[src/rtl/led_pattern_gen.sv]
// led_pattern_gen
//   Multi-channel LED driver. One shared prescaler generates a slow tick and
//   one shared counter generates the PWM ramp. Each channel runs its own mode:
//   OFF, ON, BLINK (toggle per tick), fixed-duty PWM, or BREATHE (triangle
//   duty stepped once per tick).
//
// Ports
//   clk      system clock
//   rst      asynchronous reset, active-high
//   wr_en    write strobe
//   wr_ch    channel index for the write
//   wr_mode  mode code: 0 OFF, 1 ON, 2 BLINK, 3 PWM, 4 BREATHE (5-7 rejected)
//   wr_duty  duty for PWM mode (always stored)
//   led      registered LED drive, 1 = lit
//   tick     prescaler tick, high one cycle per 2**DIV_W clocks
//   err      registered one-cycle pulse after a rejected write
module led_pattern_gen #(
    parameter int N_LEDS     = 4,
    parameter int CH_W       = 2,
    parameter int DIV_W      = 24,
    parameter int PWM_W      = 8,
    parameter int RESET_MODE = 2
) (
    input  logic              clk,
    input  logic              rst,
    input  logic              wr_en,
    input  logic [CH_W-1:0]   wr_ch,
    input  logic [2:0]        wr_mode,
    input  logic [PWM_W-1:0]  wr_duty,
    output logic [N_LEDS-1:0] led,
    output logic              tick,
    output logic              err
);

    typedef enum logic [2:0] {
        MODE_OFF     = 3'd0,
        MODE_ON      = 3'd1,
        MODE_BLINK   = 3'd2,
        MODE_PWM     = 3'd3,
        MODE_BREATHE = 3'd4
    } mode_e;

    localparam mode_e            RST_MODE = mode_e'(3'(RESET_MODE));
    localparam logic [PWM_W-1:0] LVL_MAX  = '1;

    logic [DIV_W-1:0]  presc_q,   presc_d;
    logic [PWM_W-1:0]  pwm_cnt_q, pwm_cnt_d;
    mode_e             mode_q   [N_LEDS];
    mode_e             mode_d   [N_LEDS];
    logic [PWM_W-1:0]  duty_q   [N_LEDS];
    logic [PWM_W-1:0]  duty_d   [N_LEDS];
    logic [PWM_W-1:0]  level_q  [N_LEDS];
    logic [PWM_W-1:0]  level_d  [N_LEDS];
    logic [N_LEDS-1:0] phase_q,  phase_d;
    logic [N_LEDS-1:0] dir_up_q, dir_up_d;
    logic [N_LEDS-1:0] led_q,    led_d;
    logic              err_q,    err_d;
    logic              wr_ok;

    assign tick = (presc_q == '1);
    assign led  = led_q;
    assign err  = err_q;

    always_comb begin
        presc_d   = presc_q + 1'b1;
        pwm_cnt_d = pwm_cnt_q + 1'b1;
        wr_ok     = wr_en && (int'(wr_ch) < N_LEDS) && (wr_mode <= 3'd4);
        err_d     = wr_en && !wr_ok;
        led_d     = '0;
        phase_d   = phase_q;
        dir_up_d  = dir_up_q;

        for (int unsigned i = 0; i < N_LEDS; i++) begin
            mode_d[i]  = mode_q[i];
            duty_d[i]  = duty_q[i];
            level_d[i] = level_q[i];

            // LED output is a function of the pre-edge state only, so a
            // write shows up on led one edge after it is sampled.
            case (mode_q[i])
                MODE_ON:      led_d[i] = 1'b1;
                MODE_BLINK:   led_d[i] = phase_q[i];
                MODE_PWM:     led_d[i] = (pwm_cnt_q < duty_q[i]);
                MODE_BREATHE: led_d[i] = (pwm_cnt_q < level_q[i]);
                default:      led_d[i] = 1'b0;
            endcase

            // A write beats a coincident tick: the channel restarts cleanly.
            if (wr_ok && (wr_ch == CH_W'(i))) begin
                mode_d[i]   = mode_e'(wr_mode);
                duty_d[i]   = wr_duty;
                level_d[i]  = '0;
                phase_d[i]  = 1'b0;
                dir_up_d[i] = 1'b1;
            end else if (tick) begin
                case (mode_q[i])
                    MODE_BLINK: phase_d[i] = ~phase_q[i];
                    MODE_BREATHE: begin
                        // Direction flips on arrival at an endpoint, so each
                        // endpoint is held for exactly one tick and the level
                        // never wraps.
                        if (dir_up_q[i]) begin
                            level_d[i] = level_q[i] + 1'b1;
                            if (level_q[i] == LVL_MAX - 1'b1) dir_up_d[i] = 1'b0;
                        end else begin
                            level_d[i] = level_q[i] - 1'b1;
                            if (level_q[i] == PWM_W'(1)) dir_up_d[i] = 1'b1;
                        end
                    end
                    default: ;
                endcase
            end
        end
    end

    always_ff @(posedge clk or posedge rst) begin
        if (rst) begin
            presc_q   <= '0;
            pwm_cnt_q <= '0;
            phase_q   <= '0;
            dir_up_q  <= '1;
            led_q     <= '0;
            err_q     <= 1'b0;
            for (int unsigned i = 0; i < N_LEDS; i++) begin
                mode_q[i]  <= RST_MODE;
                duty_q[i]  <= '0;
                level_q[i] <= '0;
            end
        end else begin
            presc_q   <= presc_d;
            pwm_cnt_q <= pwm_cnt_d;
            phase_q   <= phase_d;
            dir_up_q  <= dir_up_d;
            led_q     <= led_d;
            err_q     <= err_d;
            for (int unsigned i = 0; i < N_LEDS; i++) begin
                mode_q[i]  <= mode_d[i];
                duty_q[i]  <= duty_d[i];
                level_q[i] <= level_d[i];
            end
        end
    end

endmodule

[config.mk]
export PLATFORM = sky130hd
export DESIGN_NAME = led_pattern_gen
export DESIGN_NICKNAME = d
export VERILOG_FILES = /design/src/rtl/led_pattern_gen.sv
export SDC_FILE = /design/constraint.sdc
export NUM_CORES = 1
export LEC_CHECK = 0
export CORE_MARGIN = 1
export CORE_UTILIZATION = 43
export DETAILED_ROUTE_END_ITERATION = 10
export PLACE_DENSITY = 0.57
export SYNTH_ARGS = -nofsm -noshare
export SYNTH_HDL_FRONTEND = slang
export SYNTH_SLANG_ARGS = --single-unit
[constraint.sdc]
create_clock -name clk -period 4.4 [get_ports clk]
set_input_delay 0.88 -clock clk [delete_from_list [all_inputs] [get_ports clk]]
set_output_delay 0.88 -clock clk [all_outputs]
set_load 0.01 [all_outputs]
==> impl_metrics.tcl, run 1 <==
set metrics [dict create \
    core-area_um2 16100 \
    die_area_um2 17100 \
    start_util_pct 44.5 \
    hp-start "presc_q[17]$_DFF_PP0_" \
    clock_skew_ns 0.00995 \
    yosys.area_share.adder_pct 13.0 \
    min_path_type "flip-flop to flip-flop" \
    setup_viol 0 \
    grt_max_degree 67 \
    area_growth_pct 14.9 \
    via_count 5557 \
    setup_total_negative_slack_ns 0 \
    grt_pass1_vias 5607 \
    grt_use_met2_pct 35.5 \
    die-width_um 131 \
    final_net_count 878 \
    ys_ff_latch 121 \
    cts_tree "built" \
    avgSynthCellArea_um2 9.28 \
    routed_via_density 5.46 \
    drc 0 \
    rsz0062_at_grt "no" \
    post_cts_resized 0 \
    synth_edf_count 0 \
    crit_path_end_kind "output port" \
    cts.path.max_buffers 2 \
    gp_congestion 0.861 \
    synth.mux.area_fraction_pct 1.73 \
    min_path_cells 1 \
    grt_overflow_total 0 \
    use_met1_pct 27.5 \
    cts.clk_slew.worst_paths_ns 0.06 \
    wl_per_cell_um 16.5 \
    ff2ff_path_depth 6 \
    critPathLaunchType "flip-flop" \
    n_antenna_cell 0 \
    worstPathRequired_ns 3.52 \
    stdcell_area_um2 8220 \
    drv_slew 0 \
    drtPass1Iterations 4 \
    synth_top_cell_by_area "dfrtp_1" \
    drt_wl_total_um 16800 \
    post-route-period-util_pct 74.4 \
    synth_cell_type_count 52 \
    max_cap_violations 0 \
    seq_area_frac_synth_pct 42.5 \
    pin_count 22 \
    root_buffer "clkbuf_16" \
    ys_async_sr_fraction_pct 100 \
    grt_antenna_before_repair 0 \
    yosys.area_share.simple_pct 19.6 \
    postCtsHoldBufs 0 \
    synth_top_family_by_area "simple AND/OR/NAND/NOR gates" \
    io_buffers 21 \
    r2r-start "presc_q[18]$_DFF_PP0_" \
    dpl_cell_area_um2 7580 \
    syn_nets 860 \
    rows 46 \
    clock_sinks 121 \
    irDropWorstVdd_mv 0.282 \
    busiest_layer "met2" \
    grt_usage_pct 21.6 \
    dpl.hpwl_um 11300 \
    htree_levels 4 \
    synth_top_area_share_pct 39.6 \
    r2r_end "level_q[7]$_DFFE_PP0P_" \
    layout-drive-gt1-share_pct 6.37 \
    hold_viol_final 0 \
    synth-compound-area-share_pct 12.8 \
    grt.met3_usage_pct 5.05 \
    netlist_instances 770 \
    tightest_slew_ns 0.952 \
    rrSetupSlack_ns 1.63 \
    clk_latency_ns 0.42 \
    cp.arrival_ns 2.39 \
    cts_setup_buffers 0 \
    power_density_nw_per_um2 385 \
    p_leak_nw 3.66 \
    ant_nets 0 \
    worst-path-max-fanout 12 \
    synth_ff_type "dfrtp_1" \
    drt_iter0_markers 330 \
    synth.cell_area_um2 7150 \
    ys_warn_count 0 \
    die_h_um 131 \
    grt_pass1_wl_um 27800 \
    critPathKind "flip-flop to output port" \
    holdPathEnd "presc_q[17]$_DFF_PP0_" \
    slew_headroom_pct 36.5 \
    fmax_ghz 0.305 \
    status "completed" \
    synthTopCellsByArea "dfrtp_1 40%, ha_1 13%, nand2_1 4.8%" \
    fillers 1464 \
    min_period_ns 3.27 \
    cts_buffers 17 \
    synth-xor-area-share_pct 5.39 \
]
[registers in the layout (all words and copies together), names as in the netlist]
name and cells:
err 1, duty_q 32, level_q 32, phase_q 4
mode_q 12, led 4, pwm_cnt_q 8, dir_up_q 4
presc_q 24
[layout make-up]
| class | count | area [um^2] | area share [%] |
|---|---|---|---|
| multi-input cells | 554 | 3750 | 45.7 |
| flip-flops and latches | 121 | 3040 | 37.0 |
| clock buffers | 22 | 474 | 5.77 |
| well taps | 216 | 270 | 3.29 |
| repair buffers | 26 | 260 | 3.17 |
| inverters | 68 | 258 | 3.14 |
| clock inverters | 10 | 165 | 2.01 |
[layer usage]
layer	wire length, um	vias up
met3	476	25
met4	354	0
met2	8060	83
met5	0	-
li1	-	2741
met1	7900	2708
[per-stage QoR]
stage / instances / setup WS [ns] / total power [mW] / hold slack, ns / util, %
2_1_floorplan: 770 / 0.319 / 1.54 / 0.437 / -
3_5_place_dp: 985 / 1.17 / 1.68 / 0.465 / 47.2
6_report: 1017 / 1.13 / 3.17 / 0.471 / 51.2
5_1_grt: 1017 / 0.959 / 3.32 / 0.493 / 51.2
4_1_cts: 1017 / 1.10 / 3.21 / 0.473 / 51.2
3_3_place_gp: 985 / 1.30 / 1.66 / 0.453 / 47.2
[worst max-delay path, stage by stage (launching register included)]
cell             delay (ns)
dfrtp_1                0.38
ha_1                   0.21
nand3_1                0.25
nor2_1                 0.18
buf_4                  0.24
and3_1                 0.18
clkdlybuf4s50_1        0.54
[how the worst max path moves through the flow]
stage                                  endpoint                 start  slack [ns]
after global routing                       tick  presc_q[0]$_DFF_PP0_        0.96
after detailed placement  duty_q[3]$_DFFE_PP0P_            wr_mode[1]        1.17
after CTS                                  tick  presc_q[0]$_DFF_PP0_        1.10
after floorplan           duty_q[0]$_DFFE_PP0P_                   rst        0.32
final                                      tick  presc_q[0]$_DFF_PP0_        1.13
after global placement    duty_q[1]$_DFFE_PP0P_            wr_mode[0]        1.30
[cells in the mapped netlist (5+ instances only)]
| master | n |
|---|---|
| dfrtp_1 | 113 |
| nand2_1 | 91 |
| ha_1 | 74 |
| inv_1 | 68 |
| o21ai_0 | 58 |
| a21oi_1 | 42 |
| nor2_1 | 39 |
| xnor2_1 | 32 |
| nand4_1 | 28 |
| clkbuf_1 | 25 |
| nand3_1 | 25 |
| or3_1 | 22 |
| and3_1 | 13 |
| xor2_1 | 12 |
| o211ai_1 | 11 |
| a21o_1 | 9 |
| mux2i_1 | 9 |
| nor3b_1 | 9 |
| dfstp_2 | 8 |
| nor3_1 | 8 |
| nand2b_1 | 7 |
| and4_1 | 6 |
| nor2b_1 | 5 |
| o21a_1 | 5 |
| o31ai_1 | 5 |
[cells in the final DEF (no fill, tap or decap), types with 3 or more instances in the layout]
cell type,synthesis,routed
mux2i_1,9,9
or3_1,22,22
nand3_1,25,25
or4_1,3,3
xnor2_1,32,32
a2111oi_0,3,3
o311ai_0,3,3
nand2b_1,7,7
xor2_1,12,12
clkbuf_8,0,3
clkbuf_16,0,17
nand4_1,28,28
and3_1,13,13
dfstp_2,8,8
o21ai_0,58,58
nor3_1,8,8
o31ai_1,5,5
buf_4,0,4
o211ai_1,11,11
a31oi_1,3,3
a21oi_1,42,42
bufinv_16,0,4
ha_1,74,74
mux2_2,3,3
nor4bb_1,3,3
o21bai_1,3,3
clkinvlp_4,0,3
a21o_1,9,9
nor4_1,3,3
nor2b_1,5,5
nor3b_1,9,9
nand2_1,91,91
dfrtp_1,113,113
inv_1,68,67
nor2_1,39,39
clkdlybuf4s50_1,0,21
and4_1,6,6
o21a_1,5,5
[power by group]
group	switching (mW)	internal (mW)
Combinational	0.202	0.163
Clock	0.517	0.994
Sequential	0.0661	1.22
Total	0.786	2.38
[cells by family after synthesis]
kind of cell,count (synthesis)
AO/OA/AOI/OAI,153
AND/OR/NAND/NOR,271
buffers and inverters,95
adder cells (fa/ha/maj),74
flip-flops,121
multiplexers,12
XOR/XNOR,44
Power figures use the tool's default switching activity.
==> run 2, diff against run 1 <==
--- a/config.mk
+++ b/config.mk
@@ -8,7 +8,7 @@
 export CORE_MARGIN = 1
 export CORE_UTILIZATION = 43
 export DETAILED_ROUTE_END_ITERATION = 10
-export PLACE_DENSITY = 0.57
+export PLACE_DENSITY = 0.59
 export SYNTH_ARGS = -nofsm -noshare
 export SYNTH_HDL_FRONTEND = slang
 export SYNTH_SLANG_ARGS = --single-unit
==> constraint.sdc (replaced) <==
create_clock -name clk -period 2.9 [get_ports clk]
set_input_delay 0.58 -clock clk [delete_from_list [all_inputs] [get_ports clk]]
set_output_delay 0.58 -clock clk [all_outputs]
set_load 0.01 [all_outputs]
==> run 2 against run 1 <==
Final area increased by 0.43%. Sequential power grew 52%. Clock skew is 0.0035 ns lower. Final cell count increased by 1.1%. Flip-flop and latch count did not move. Critical endpoint unchanged. Largest power group unchanged.
==> impl_metrics.tcl, run 2 (same netlist as run 1, synthesis figures left out) <==
set metrics [dict create \
    wl_met1_um 7920 \
    pin_count 22 \
    min_period_ns 2.72 \
    clock_power_share_pct 45.5 \
    seqCellArea_um2 3040 \
    io_buffers 21 \
    die-width_um 131 \
    dpl.hpwl_um 11500 \
    tightest_slew_ns 0.658 \
    post_cts_resized 0 \
    fmax_ghz 0.367 \
    rrSetupSlack_ns 0.54 \
    cts_buffers 17 \
    die_h_um 131 \
    reg_top3 "duty_q: 32 flops, level_q: 32 flops, presc_q: 24 flops" \
    grt_pass1_wl_um 27000 \
    drt_iter0_markers 308 \
    multiInputGateArea_um2 3750 \
    rows 46 \
    status "completed" \
    start_util_pct 44.5 \
    worst-path-max-fanout 6 \
    mostFrequentLayoutCells "113 x dfrtp_1, 91 x nand2_1, 74 x ha_1" \
    clk_latency_ns 0.42 \
    grt_overflow_total 0 \
    area_growth_pct 15.4 \
    via_count 5559 \
    total_power_mw 4.62 \
    final_net_count 889 \
    slew_headroom_pct 56.1 \
    cp.arrival_ns 2.14 \
    critPathKind "flip-flop to output port" \
    min_path_type "flip-flop to flip-flop" \
    met3RoutedLength_um 581 \
    hold_viol_final 0 \
    die_area_um2 17100 \
    hp-start "presc_q[12]$_DFF_PP0_" \
    drtPass1Iterations 5 \
    postCtsHoldBufs 0 \
    setup_total_negative_slack_ns 0 \
    core-area_um2 16100 \
    drc 0 \
    setup_viol 0 \
    grt_max_degree 102 \
    top_layer "met4" \
    p_seq_share_pct 42.3 \
    r2r_end "level_q[23]$_DFFE_PP0P_" \
    internal-power_mw 3.40 \
    routed_via_density 5.41 \
    p_sw_mw 1.22 \
    post-route-period-util_pct 93.9 \
    grt_pass1_vias 5428 \
    n_antenna_cell 0 \
    worstPathRequired_ns 2.32 \
    drt_wl_total_um 16600 \
    rsz0062_at_grt "no" \
    cts.clk_slew.worst_paths_ns 0.06 \
    grt_usage_pct 21.1 \
    irDropWorstVdd_mv 0.482 \
    cts_setup_buffers 0 \
    drv_slew 0 \
    crit_path_end_kind "output port" \
    root_buffer "clkbuf_16" \
    max_cap_violations 0 \
    wl_per_cell_um 16.1 \
    clock_skew_ns 0.00650 \
    clock_sinks 121 \
    power_density_nw_per_um2 560 \
    p_leak_nw 3.68 \
    layout-drive-gt1-share_pct 8.00 \
    fillers 1469 \
    ant_nets 0 \
    r2r-start "presc_q[4]$_DFF_PP0_" \
    critPathLaunchType "flip-flop" \
    ff2ff_path_depth 6 \
    gp_congestion 0.849 \
    cts_tree "built" \
    grt_antenna_before_repair 0 \
    layout_commonest_cell "dfrtp_1" \
    dr_wl_met2_um 7770 \
    cts.path.max_buffers 2 \
    htree_levels 4 \
    min_path_cells 1 \
    holdPathEnd "presc_q[12]$_DFF_PP0_" \
    sw_frac_of_total_pct 26.5 \
    combPwrFrac_pct 12.1 \
]
## run 2: cell types whose count changed in the layout (fill, tap and decap cells not counted), sizes merged
cell / previous run / this run
clkinvlp: 3 / 5
bufinv: 4 / 2
buf: 5 / 16
clkbuf: 22 / 18
clkinv: 2 / 6
## run 2: layout make-up
class                      instances  share of cell area, %
clock buffer                      18                   5.32
clock inverter                    14                   1.80
inverter                          68                   3.14
multi-input combinational        554                   45.5
sequential                       121                   36.8
tap                              216                   3.27
timing repair buffer              37                   4.15
## run 2: worst max-delay path, cell delays in order (launching register included)
cell and delay (ns):
dfrtp_1 0.43, nand4_1 0.20, nor4_4 0.30, and3_1 0.22
clkdlybuf4s50_1 0.57
## run 2: worst max path at each step
stage | startpoint | to | slack (ns) | cells past startpoint
final | presc_q[4]$_DFF_PP0_ | tick | 0.18 | 4
after global routing | presc_q[4]$_DFF_PP0_ | tick | 0.04 | 4
after CTS | presc_q[4]$_DFF_PP0_ | tick | 0.14 | 4
after detailed placement | wr_mode[2] | level_q[17]$_DFFE_PP0P_ | 0.37 | 6
after global placement | wr_mode[2] | level_q[17]$_DFFE_PP0P_ | 0.44 | 6
after floorplan | presc_q[4]$_DFF_PP0_ | tick | 0.81 | 4
## run 2: routing by layer
metal / GRT usage (%) / up-vias
met3: 4.93 / 22
met5: 0 / -
met2: 34.0 / 81
li1: - / 2765
met4: 7.44 / 0
met1: 27.8 / 2691
## run 2: per-stage QoR
step | hold WS (ns) | util (%) | instances | setup slack, ns | instance area, um^2
2_1_floorplan | 0.437 | - | 770 | 0.811 | 7150
3_3_place_gp | 0.449 | 47.7 | 996 | 0.440 | 7660
3_5_place_dp | 0.461 | 47.7 | 996 | 0.375 | 7660
4_1_cts | 0.475 | 51.4 | 1028 | 0.140 | 8250
5_1_grt | 0.494 | 51.4 | 1028 | 0.0415 | 8250
6_report | 0.469 | 51.4 | 1028 | 0.176 | 8250
## run 2: power by group through the flow
stage	combinational (mW)	clock [mW]	sequential, mW
2_1_floorplan	0.378	0	1.97
5_1_grt	0.649	2.22	1.97
4_1_cts	0.571	2.14	1.96
6_report	0.561	2.10	1.96
3_3_place_gp	0.550	0	1.98
3_5_place_dp	0.568	0	1.98
==> run 3, diff against run 2 <==
--- a/config.mk
+++ b/config.mk
@@ -9,6 +9,8 @@
 export CORE_UTILIZATION = 43
 export DETAILED_ROUTE_END_ITERATION = 10
 export PLACE_DENSITY = 0.59
+export SKIP_LAST_GASP = 1
+export SLEW_MARGIN = 15
 export SYNTH_ARGS = -nofsm -noshare
 export SYNTH_HDL_FRONTEND = slang
 export SYNTH_SLANG_ARGS = --single-unit
==> results of run 3 <==
The final DEF is identical to that of run 2; final timing and power are the same.
